**config.mk**
```make
export PLATFORM = sky130hd
export DESIGN_NAME = seg_disp_arbiter_flat
export DESIGN_NICKNAME = d
export VERILOG_FILES = /design/src/rtl/seg_disp_arbiter_if.sv /design/src/rtl/seg_disp_arbiter.sv /design/src/flat_wrapper.sv
export SDC_FILE = /design/constraint.sdc
export NUM_CORES = 1
export LEC_CHECK = 0
export ABC_AREA = 1
export CAP_MARGIN = 20
export CORE_UTILIZATION = 32
export DETAILED_ROUTE_END_ITERATION = 10
export GPL_TIMING_DRIVEN = 0
export SYNTH_ARGS = -nofsm -noshare
export SYNTH_HDL_FRONTEND = slang
export SYNTH_SLANG_ARGS = --single-unit
```
**constraint.sdc**
```tcl
create_clock -name CLK -period 2.1 [get_ports CLK]
set_clock_uncertainty 0.15 [all_clocks]
set_input_delay 0.525 -clock CLK [delete_from_list [all_inputs] [get_ports CLK]]
set_output_delay 0.525 -clock CLK [all_outputs]
set_load 0.05 [all_outputs]
```
**src/rtl/seg_disp_arbiter_if.sv**
```systemverilog
// ---------------------------------------------------------------------------
// seg_disp_arbiter_if
// Write handshake bundle between the two display requesters and the
// seven-segment display arbiter.
//   a_req/a_data/a_ack : source A (CPU store), req held high until ack
//   b_req/b_data/b_ack : source B (debug monitor), same protocol
//   data packing       : [23:20] -> led1 ... [3:0] -> led6
// Modports:
//   master : requester side (drives req/data, observes ack)
//   slave  : arbiter side (observes req/data, drives ack)
// ---------------------------------------------------------------------------
interface seg_disp_arbiter_if;
    logic        a_req;
    logic [23:0] a_data;
    logic        a_ack;
    logic        b_req;
    logic [23:0] b_data;
    logic        b_ack;

    modport master (
        output a_req, a_data, b_req, b_data,
        input  a_ack, b_ack
    );

    modport slave (
        input  a_req, a_data, b_req, b_data,
        output a_ack, b_ack
    );
endinterface

```
**src/rtl/seg_disp_arbiter.sv**
```systemverilog
// ---------------------------------------------------------------------------
// seg_disp_arbiter
// Owns the six 4-bit digit registers feeding a six-digit seven-segment
// scanner. Two sources (A: CPU store, B: debug monitor) write a full
// six-nibble value through a req/ack handshake. Round-robin arbitration
// with a minimum hold time keeps a granted value on the display for
// HOLD_CYCLES before the other source may take over.
// Ports:
//   CLK        : system clock, rising edge
//   reset      : synchronous, active-high
//   bus        : slave side of the A/B write handshake
//   freeze     : when high, no request is accepted
//   led1..led6 : registered digit values
//   owner      : 00 none since reset, 01 A, 10 B (last accepted source)
//   hold_busy  : high while the hold window is running
// ---------------------------------------------------------------------------
module seg_disp_arbiter #(
    parameter int HOLD_CYCLES = 1024,
    parameter int CW          = 11
) (
    input  logic                     CLK,
    input  logic                     reset,
    seg_disp_arbiter_if.slave        bus,
    input  logic                     freeze,
    output logic [3:0]               led1,
    output logic [3:0]               led2,
    output logic [3:0]               led3,
    output logic [3:0]               led4,
    output logic [3:0]               led5,
    output logic [3:0]               led6,
    output logic [1:0]               owner,
    output logic                     hold_busy
);

    typedef enum logic {
        S_IDLE = 1'b0,
        S_HOLD = 1'b1
    } state_t;

    localparam logic [1:0]    OWN_NONE  = 2'b00;
    localparam logic [1:0]    OWN_A     = 2'b01;
    localparam logic [1:0]    OWN_B     = 2'b10;
    localparam logic [CW-1:0] HOLD_LOAD = CW'(HOLD_CYCLES - 1);

    state_t        state_q,   state_d;
    logic [CW-1:0] cnt_q,     cnt_d;
    logic [23:0]   digits_q,  digits_d;
    logic [1:0]    owner_q,   owner_d;
    logic          last_b_q,  last_b_d;   // 1: B was granted last, so A wins a tie
    logic          a_ack_q,   a_ack_d;
    logic          b_ack_q,   b_ack_d;

    logic a_elig;
    logic b_elig;
    logic take_a;
    logic take_b;

    // A request seen during its own ack cycle is the tail of the previous
    // handshake, not a new write.
    assign a_elig = bus.a_req & ~a_ack_q;
    assign b_elig = bus.b_req & ~b_ack_q;

    always_comb begin
        state_d  = state_q;
        cnt_d    = cnt_q;
        digits_d = digits_q;
        owner_d  = owner_q;
        last_b_d = last_b_q;
        a_ack_d  = 1'b0;
        b_ack_d  = 1'b0;
        take_a   = 1'b0;
        take_b   = 1'b0;

        case (state_q)
            S_IDLE: begin
                if (!freeze && (a_elig || b_elig)) begin
                    if (a_elig && (!b_elig || last_b_q)) begin
                        take_a = 1'b1;
                    end else begin
                        take_b = 1'b1;
                    end
                    cnt_d   = HOLD_LOAD;
                    state_d = S_HOLD;
                end
            end
            S_HOLD: begin
                // The hold window always runs to completion; freeze and owner
                // refreshes neither pause nor reload it.
                if (cnt_q == '0) begin
                    state_d = S_IDLE;
                end else begin
                    cnt_d = cnt_q - CW'(1);
                end
                // Only the current owner may update the display during hold.
                take_a = !freeze && a_elig && (owner_q == OWN_A);
                take_b = !freeze && b_elig && (owner_q == OWN_B);
            end
            default: begin
                state_d = S_IDLE;
            end
        endcase

        if (take_a) begin
            digits_d = bus.a_data;
            owner_d  = OWN_A;
            last_b_d = 1'b0;
            a_ack_d  = 1'b1;
        end else if (take_b) begin
            digits_d = bus.b_data;
            owner_d  = OWN_B;
            last_b_d = 1'b1;
            b_ack_d  = 1'b1;
        end
    end

    always_ff @(posedge CLK) begin
        if (reset) begin
            state_q  <= S_IDLE;
            cnt_q    <= '0;
            digits_q <= '0;
            owner_q  <= OWN_NONE;
            last_b_q <= 1'b1;
            a_ack_q  <= 1'b0;
            b_ack_q  <= 1'b0;
        end else begin
            state_q  <= state_d;
            cnt_q    <= cnt_d;
            digits_q <= digits_d;
            owner_q  <= owner_d;
            last_b_q <= last_b_d;
            a_ack_q  <= a_ack_d;
            b_ack_q  <= b_ack_d;
        end
    end

    assign bus.a_ack = a_ack_q;
    assign bus.b_ack = b_ack_q;
    assign led1      = digits_q[23:20];
    assign led2      = digits_q[19:16];
    assign led3      = digits_q[15:12];
    assign led4      = digits_q[11:8];
    assign led5      = digits_q[7:4];
    assign led6      = digits_q[3:0];
    assign owner     = owner_q;
    assign hold_busy = (state_q == S_HOLD);

endmodule

```
**src/flat_wrapper.sv**
```systemverilog
// flat-port wrapper written by rule: the top's interface ports become plain ports
module seg_disp_arbiter_flat 
#(
    parameter int HOLD_CYCLES = 1024,
    parameter int CW          = 11
)
  (CLK, reset, freeze, led1, led2, led3, led4, led5, led6, owner, hold_busy, bus_a_req, bus_a_data, bus_b_req, bus_b_data, bus_a_ack, bus_b_ack);
  seg_disp_arbiter_if bus_i ();
  input  logic CLK;
  input  logic reset;
  input  logic freeze;
  output logic [3:0] led1;
  output logic [3:0] led2;
  output logic [3:0] led3;
  output logic [3:0] led4;
  output logic [3:0] led5;
  output logic [3:0] led6;
  output logic [1:0] owner;
  output logic hold_busy;
  input wire logic [$bits(bus_i.a_req)-1:0] bus_a_req;
  input wire logic [$bits(bus_i.a_data)-1:0] bus_a_data;
  input wire logic [$bits(bus_i.b_req)-1:0] bus_b_req;
  input wire logic [$bits(bus_i.b_data)-1:0] bus_b_data;
  output wire logic [$bits(bus_i.a_ack)-1:0] bus_a_ack;
  output wire logic [$bits(bus_i.b_ack)-1:0] bus_b_ack;
  assign bus_i.a_req = bus_a_req;
  assign bus_i.a_data = bus_a_data;
  assign bus_i.b_req = bus_b_req;
  assign bus_i.b_data = bus_b_data;
  assign bus_a_ack = bus_i.a_ack;
  assign bus_b_ack = bus_i.b_ack;
  seg_disp_arbiter #(.HOLD_CYCLES(HOLD_CYCLES), .CW(CW)) u_core (.CLK(CLK), .reset(reset), .bus(bus_i), .freeze(freeze), .led1(led1), .led2(led2), .led3(led3), .led4(led4), .led5(led5), .led6(led6), .owner(owner), .hold_busy(hold_busy));
endmodule
```
==> results of run 1 <==
==> worst max-delay path: stages <==
cell and delay, ps:
clkdlybuf4s50_1 470, inv_1 50, nor2_2 120, nand2_2 110, nand3_1 140, nand2_4 100
nor2_8 190, buf_8 160, nand2_1 70, a21oi_2 120
==> what timing repair did <==
action,in CTS,in global routing
endpoints found under the setup margin,33,28
pin swaps,0,0
gates resized for setup,30,7
==> routing by layer <==
layer	wire length [um]	vias to the layer above
met5	0	-
li1	-	1137
met3	255	5
met2	2649	41
met1	2506	931
met4	66	0
==> flip-flops by register name, indices dropped and copies added (netlist names) <==
| signal | count |
|---|---|
| u_core.cnt_q | 11 |
| u_core.bus.a_ack | 1 |
| u_core.last_b_q | 1 |
| u_core.digits_q | 24 |
| u_core.hold_busy | 1 |
| u_core.owner | 2 |
| u_core.bus.b_ack | 1 |
==> power by group <==
part	internal, mW	switching, mW
clock	0.357	0.286
combinational	0.292	0.486
sequential	0.858	0.0519
total	1.51	0.824
==> area by class of cell <==
| type | count | area [um2] |
|---|---|---|
| Inverter | 42 | 161.4 |
| Timing Repair Buffer | 81 | 774.5 |
| Buffer | 10 | 81.33 |
| Fill cell | 691 | 3248 |
| Clock inverter | 2 | 38.79 |
| Clock buffer | 6 | 72.57 |
| Tap cell | 77 | 96.34 |
| Sequential cell | 41 | 820.8 |
| Multi-Input combinational cell | 216 | 1092 |
==> kinds of logic after synthesis <==
| logic type | after synthesis | share of synthesized area |
|---|---|---|
| xor gates and xnor gates | 5 | 0.02053 |
| AOI/OAI and AO/OA | 37 | 0.1208 |
| and+or+nand+nor | 173 | 0.3590 |
| DFF | 41 | 0.3848 |
| adders and majority gates | 1 | 0.005864 |
| buffers and inverters | 52 | 0.1091 |
==> cells in the mapped netlist (all sizes together) <==
master	count
a21oi	23
a211oi	1
xor2	4
dfxtp	41
o21bai	1
nand4	3
clkinv	1
xnor2	1
ha	1
buf	6
clkbuf	4
o31ai	2
nor3	1
nand2	114
nand3b	1
inv	41
nor2	25
o21ai	8
a31oi	2
nand3	29
==> worst min path at each step <==
stage	start	depth (start not counted)	slack, ps	endpoint
after detailed placement	u_core.digits_q[14]	2	310	u_core.digits_q[14]
after global placement	u_core.digits_q[14]	2	310	u_core.digits_q[14]
final	u_core.digits_q[14]	2	320	u_core.digits_q[14]
after CTS	u_core.digits_q[14]	2	320	u_core.digits_q[14]
after floorplan	u_core.last_b_q	2	280	u_core.last_b_q
after global routing	u_core.digits_q[23]	2	340	u_core.digits_q[23]
==> through the flow <==
step | setup TNS [ps] | setup WS, ps | hold WS (ps)
4_1_cts | 0 | 14.35 | 322.1
3_5_place_dp | -8695 | -368.5 | 311.6
6_report | 0 | 114.8 | 317.3
5_1_grt | 0 | 0.07061 | 340.4
2_1_floorplan | 0 | 202.5 | 275.9
3_3_place_gp | -8019 | -366.6 | 307.6
==> impl_results.md, run 1 <==
* Worst Setup SP: bus_a_req
* Max-Cap Viols at 0
* Share of layout cells above drive strength 1 at 0.1156
* Final setup viols at 0
* Reg2Reg Setup Slack at 210 ps
* CP required at 2190 ps
* Type of origin of the critical path: input pin
* Placed Cells at 467
* Initial DRC count at 76
* # DRC at 0
* Global route total overflow at 0
* Critical Path Sink: u_core.digits_q[8]
* Wire per inst at 11.53 um
* I/O Buffers at 81
* RR Endpoint: u_core.cnt_q[9]
* DIE AREA at 6997 um2
* IO Pins at 82
* CTS H-tree lvls at 2
* Critical path type: in2reg
* Met3 Use GR at 0.03956
* Vias per cell at 4.451
* Post-synthesis cell type count at 29
* CTS tree: built
* Final hold vios at 0
* Die height at 83.65 um
* Placer Congestion at 0.7967
* Final nets at 451
* GR peak layer: met2
* TritonCTS buffer count at 5
* CTS Buffer Depth at 2
* Via count at 2114
* Commonest non-fill, non-tap cells in the layout: nand2_1, clkdlybuf4s50_1, dfxtp_1, inv_1, dlygate4sd2_1
* Initial Utilization at 0.3341
* Hold Path Class: reg2reg
* RSZ-0062 raised after global routing: false
* Syn Area/Cell at 6.904 um2
* Total power at 2.330 mW
* Post-Layout Cell Count at 475
* Met2 usage at 0.2853
* Final worst-path cycle share at 0.9453
* Post-Syn Nets at 363
* Commonest non-fill, non-tap cell in the layout: nand2_1
* Least-Margin Pin Slew at 535.1 ps
* Setup Buffers After CTS at 0
* Core area at 6386 um2
* Lkg Pwr at 1.486 nW
* Row count at 29
* CP max FO at 10
* Area contributors post-synth: dfxtp_1, nand2_1, inv_1
* Top cell type by total area after synthesis: dfxtp_1
* Fmax at 503.7 MHz
* Area grow syn2layout at 47.10%
* Die X at 83.65 um
* Seq/Total Area, Yosys at 0.3848
* Seq cells post-synth at 41
* Final ANT Viol Nets at 0
* Hold buffers post-CTS at 0
* Reg2Reg Launch Point: u_core.cnt_q[0]
* Pre-antenna DRT Iters at 4
* Power Dens Cells at 742.6 nW/um2
* Antenna Cells at 0
* Share of the synthesized area in the top cell type at 0.3848
* Syn Inst Count at 309
* Initial antenna violation count at 0
* Final instance area at 3138 um2
* Yosys warns at 0
* Largest net degree at the start of global routing at 14
* Mapped cell area at 2133 um2
* GRT Total Usage at 0.1678
* CTS Root Cell: clkbuf_8
* CTS sink count at 41
* Outcome: finished clean
* Placed Area at 3040 um2
* Final Max Tran Viols at 0
* Crit path DAT at 2070 ps
* Relative slew margins at 0.6433
* DP Wirelength at 4.211 mm
* M1 GR Usage at 0.2079
* First-pass GRT wire length at 9.480 mm
* Detailed-route wire length at 5.478 mm
* Vias in the first global route at 2071
* Worst r2r path cells at 10
* Worst VDD drop at 0.0005205 V
* Crit path time final at 1985 ps
* Post-layout util at 0.4914
* Critical Path End Type: register
* CTS clk-pin slew, worst paths at 80 ps
* Clk_lat worst skew at 290 ps
Power figures use the tool's default switching activity.
==> inputs of run 2 (changes only) <==
GPL_TIMING_DRIVEN = unset   (was 0)
clock period = 2 ns   (was 2.1 ns; I/O delays follow)
==> impl_results.md, run 2 (synthesis gave the netlist of run 1 again) <==
* Via count at 2143
* Pre-CTS setup slack at -277.8 ps
* Post-layout util at 0.5039
* Relative slew margins at 0.7261
* Critical path's most frequent cell: nand2_1
* CP max FO at 9
* Critical path type: in2reg
* Final worst-path cycle share at 0.9641
* Initial Utilization at 0.3341
* CTS clk-pin slew, worst paths at 80 ps
* Switching Fraction at 0.3685
* DIE AREA at 6997 um2
* CTS Buffer Depth at 2
* Hold path depth at 2
* Worst r2r path cells at 10
* Area grow syn2layout at 50.85%
* Vias per cell at 4.409
* Number of flip-flops in the largest register at 24
* Crit path DAT at 2010 ps
* Least-Margin Pin Slew at 410.4 ps
* IO Pins at 82
* # DRC at 0
* TritonCTS buffer count at 5
* Hold buffers post-CTS at 0
* Detailed-route wire length at 5.653 mm
* CTS Root Cell: clkbuf_8
* Initial DRC count at 66
* P_int at 1.507 mW
* Total power at 2.387 mW
* Critical path buffer and inverter count at 3
* Outcome: finished clean
* Final instance area at 3218 um2
* Final ANT Viol Nets at 0
* Initial antenna violation count at 0
* Worst Hold Slack at 330.8 ps
* Crit path time final at 1928 ps
* RR Endpoint: u_core.cnt_q[8]
* Die height at 83.65 um
* CP Cell Sequence: clkdlybuf4s50_1 > inv_1 > nand2_1 > nor2_2 > o21bai_4 > buf_12 > nor2_4 > nand2_1 > a21oi_2
* Crit-path leading delay family: buffers and inverters
* Sequential Power Share at 0.404
* DP Wirelength at 4.334 mm
* Final nets at 462
* Commonest non-fill, non-tap cell in the layout: nand2_1
* Share of layout cells above drive strength 1 at 0.2152
* P_sw at 0.8796 mW
* First-pass GRT wire length at 9.535 mm
* Final Max Tran Viols at 0
* Hold Path Class: reg2reg
* Type of origin of the critical path: input pin
* Clk_lat worst skew at 290 ps
* Placed Cells at 476
* Worst Slack Setup Final at 71.77 ps
* Vias in the first global route at 2104
* Pre-antenna DRT Iters at 4
* Row count at 29
* Worst VDD drop at 0.0005574 V
* Wire per inst at 11.63 um
* CTS tree: built
* Final setup viols at 0
* CP max stage cell: clkdlybuf4s50_1
* Placer Congestion at 0.8179
* Final hold vios at 0
* I/O Buffers at 81
* Comb pwr share at 0.369
* Fmax at 518.6 MHz
* Die X at 83.65 um
* Core area at 6386 um2
* Power Dens Cells at 741.8 nW/um2
* Max-Cap Viols at 0
* Global route total overflow at 0
* Reg2Reg Launch Point: u_core.cnt_q[0]
* Reg2Reg Setup Slack at 160 ps
* Hold Path Sink: u_core.digits_q[9]
* CTS sink count at 41
* Lkg Pwr at 1.483 nW
* CTS H-tree lvls at 2
* Clock power frac at 0.227
* GRT Total Usage at 0.1686
* CP required at 2080 ps
* Critical Path End Type: register
* Hold_sp: u_core.digits_q[9]
* Post-Layout Cell Count at 486
* Commonest non-fill, non-tap cells in the layout: nand2_1, clkdlybuf4s50_1, buf_4, dfxtp_1, inv_1
* Total negative slack at 0 ps
* Antenna Cells at 0
* CP peak stage delay at 450 ps
* Placed Area at 3077 um2
* Reg with most FFs: u_core.digits_q
* Largest net degree at the start of global routing at 19
## run 2: changes by cell type in the layout (fill, tap and decap cells not counted), moves of 2 or more
cell,before,now
clkbuf_1,3,1
buf_4,2,42
buf_12,0,4
clkbuf_2,2,0
dlygate4sd2_1,29,0
clkinvlp_4,0,2
## run 2: final cells by class
type,instances,area [um2]
repair buffers,101,952.2
multi-input cells,217,1099
well taps,77,96.34
inverters,42,162.7
clock buffers,6,72.57
clock inverters,2,15.01
flip-flops and latches,41,820.8
fillers,681,3168
## run 2: power groups by stage
stage | registers, mW | logic [mW] | clock network, mW
after floorplan | 1.15 | 0.381 | 0
after global placement | 0.981 | 0.856 | 0
after detailed placement | 0.982 | 0.863 | 0
after CTS | 0.964 | 0.866 | 0.562
after global routing | 0.975 | 0.967 | 0.598
final | 0.964 | 0.881 | 0.542
## run 2: repair_timing
action                                  in CTS  in global routing
resized for setup                            0                  7
endpoints found under the setup margin       0                 22
setup buffers                                0                  1
## run 2: per-layer routing
metal,share of wire,track usage
met5,0,0
met4,0.0062,0.04314
met3,0.033,0.04451
met2,0.48,0.2905
met1,0.48,0.2080
## run 2: how the worst max path moves through the flow
stage / startpoint / endpoint / cells after the start
6_report: freeze / u_core.digits_q[23] / 9
5_1_grt: freeze / u_core.digits_q[0] / 11
4_1_cts: bus_a_req / u_core.digits_q[8] / 9
3_5_place_dp: bus_a_req / u_core.digits_q[8] / 9
3_3_place_gp: bus_a_req / u_core.digits_q[4] / 9
2_1_floorplan: u_core.hold_busy / u_core.digits_q[0] / 8
## run 2: worst reg2reg max path, delay by kind of cell (launching register included)
kind                       cells  cell delay [ps]
AOI/OAI and AO/OA              2              150
adders and majority gates      1              200
buffers and inverters          2              310
DFF                            1              310
and+or+nand+nor                5              600
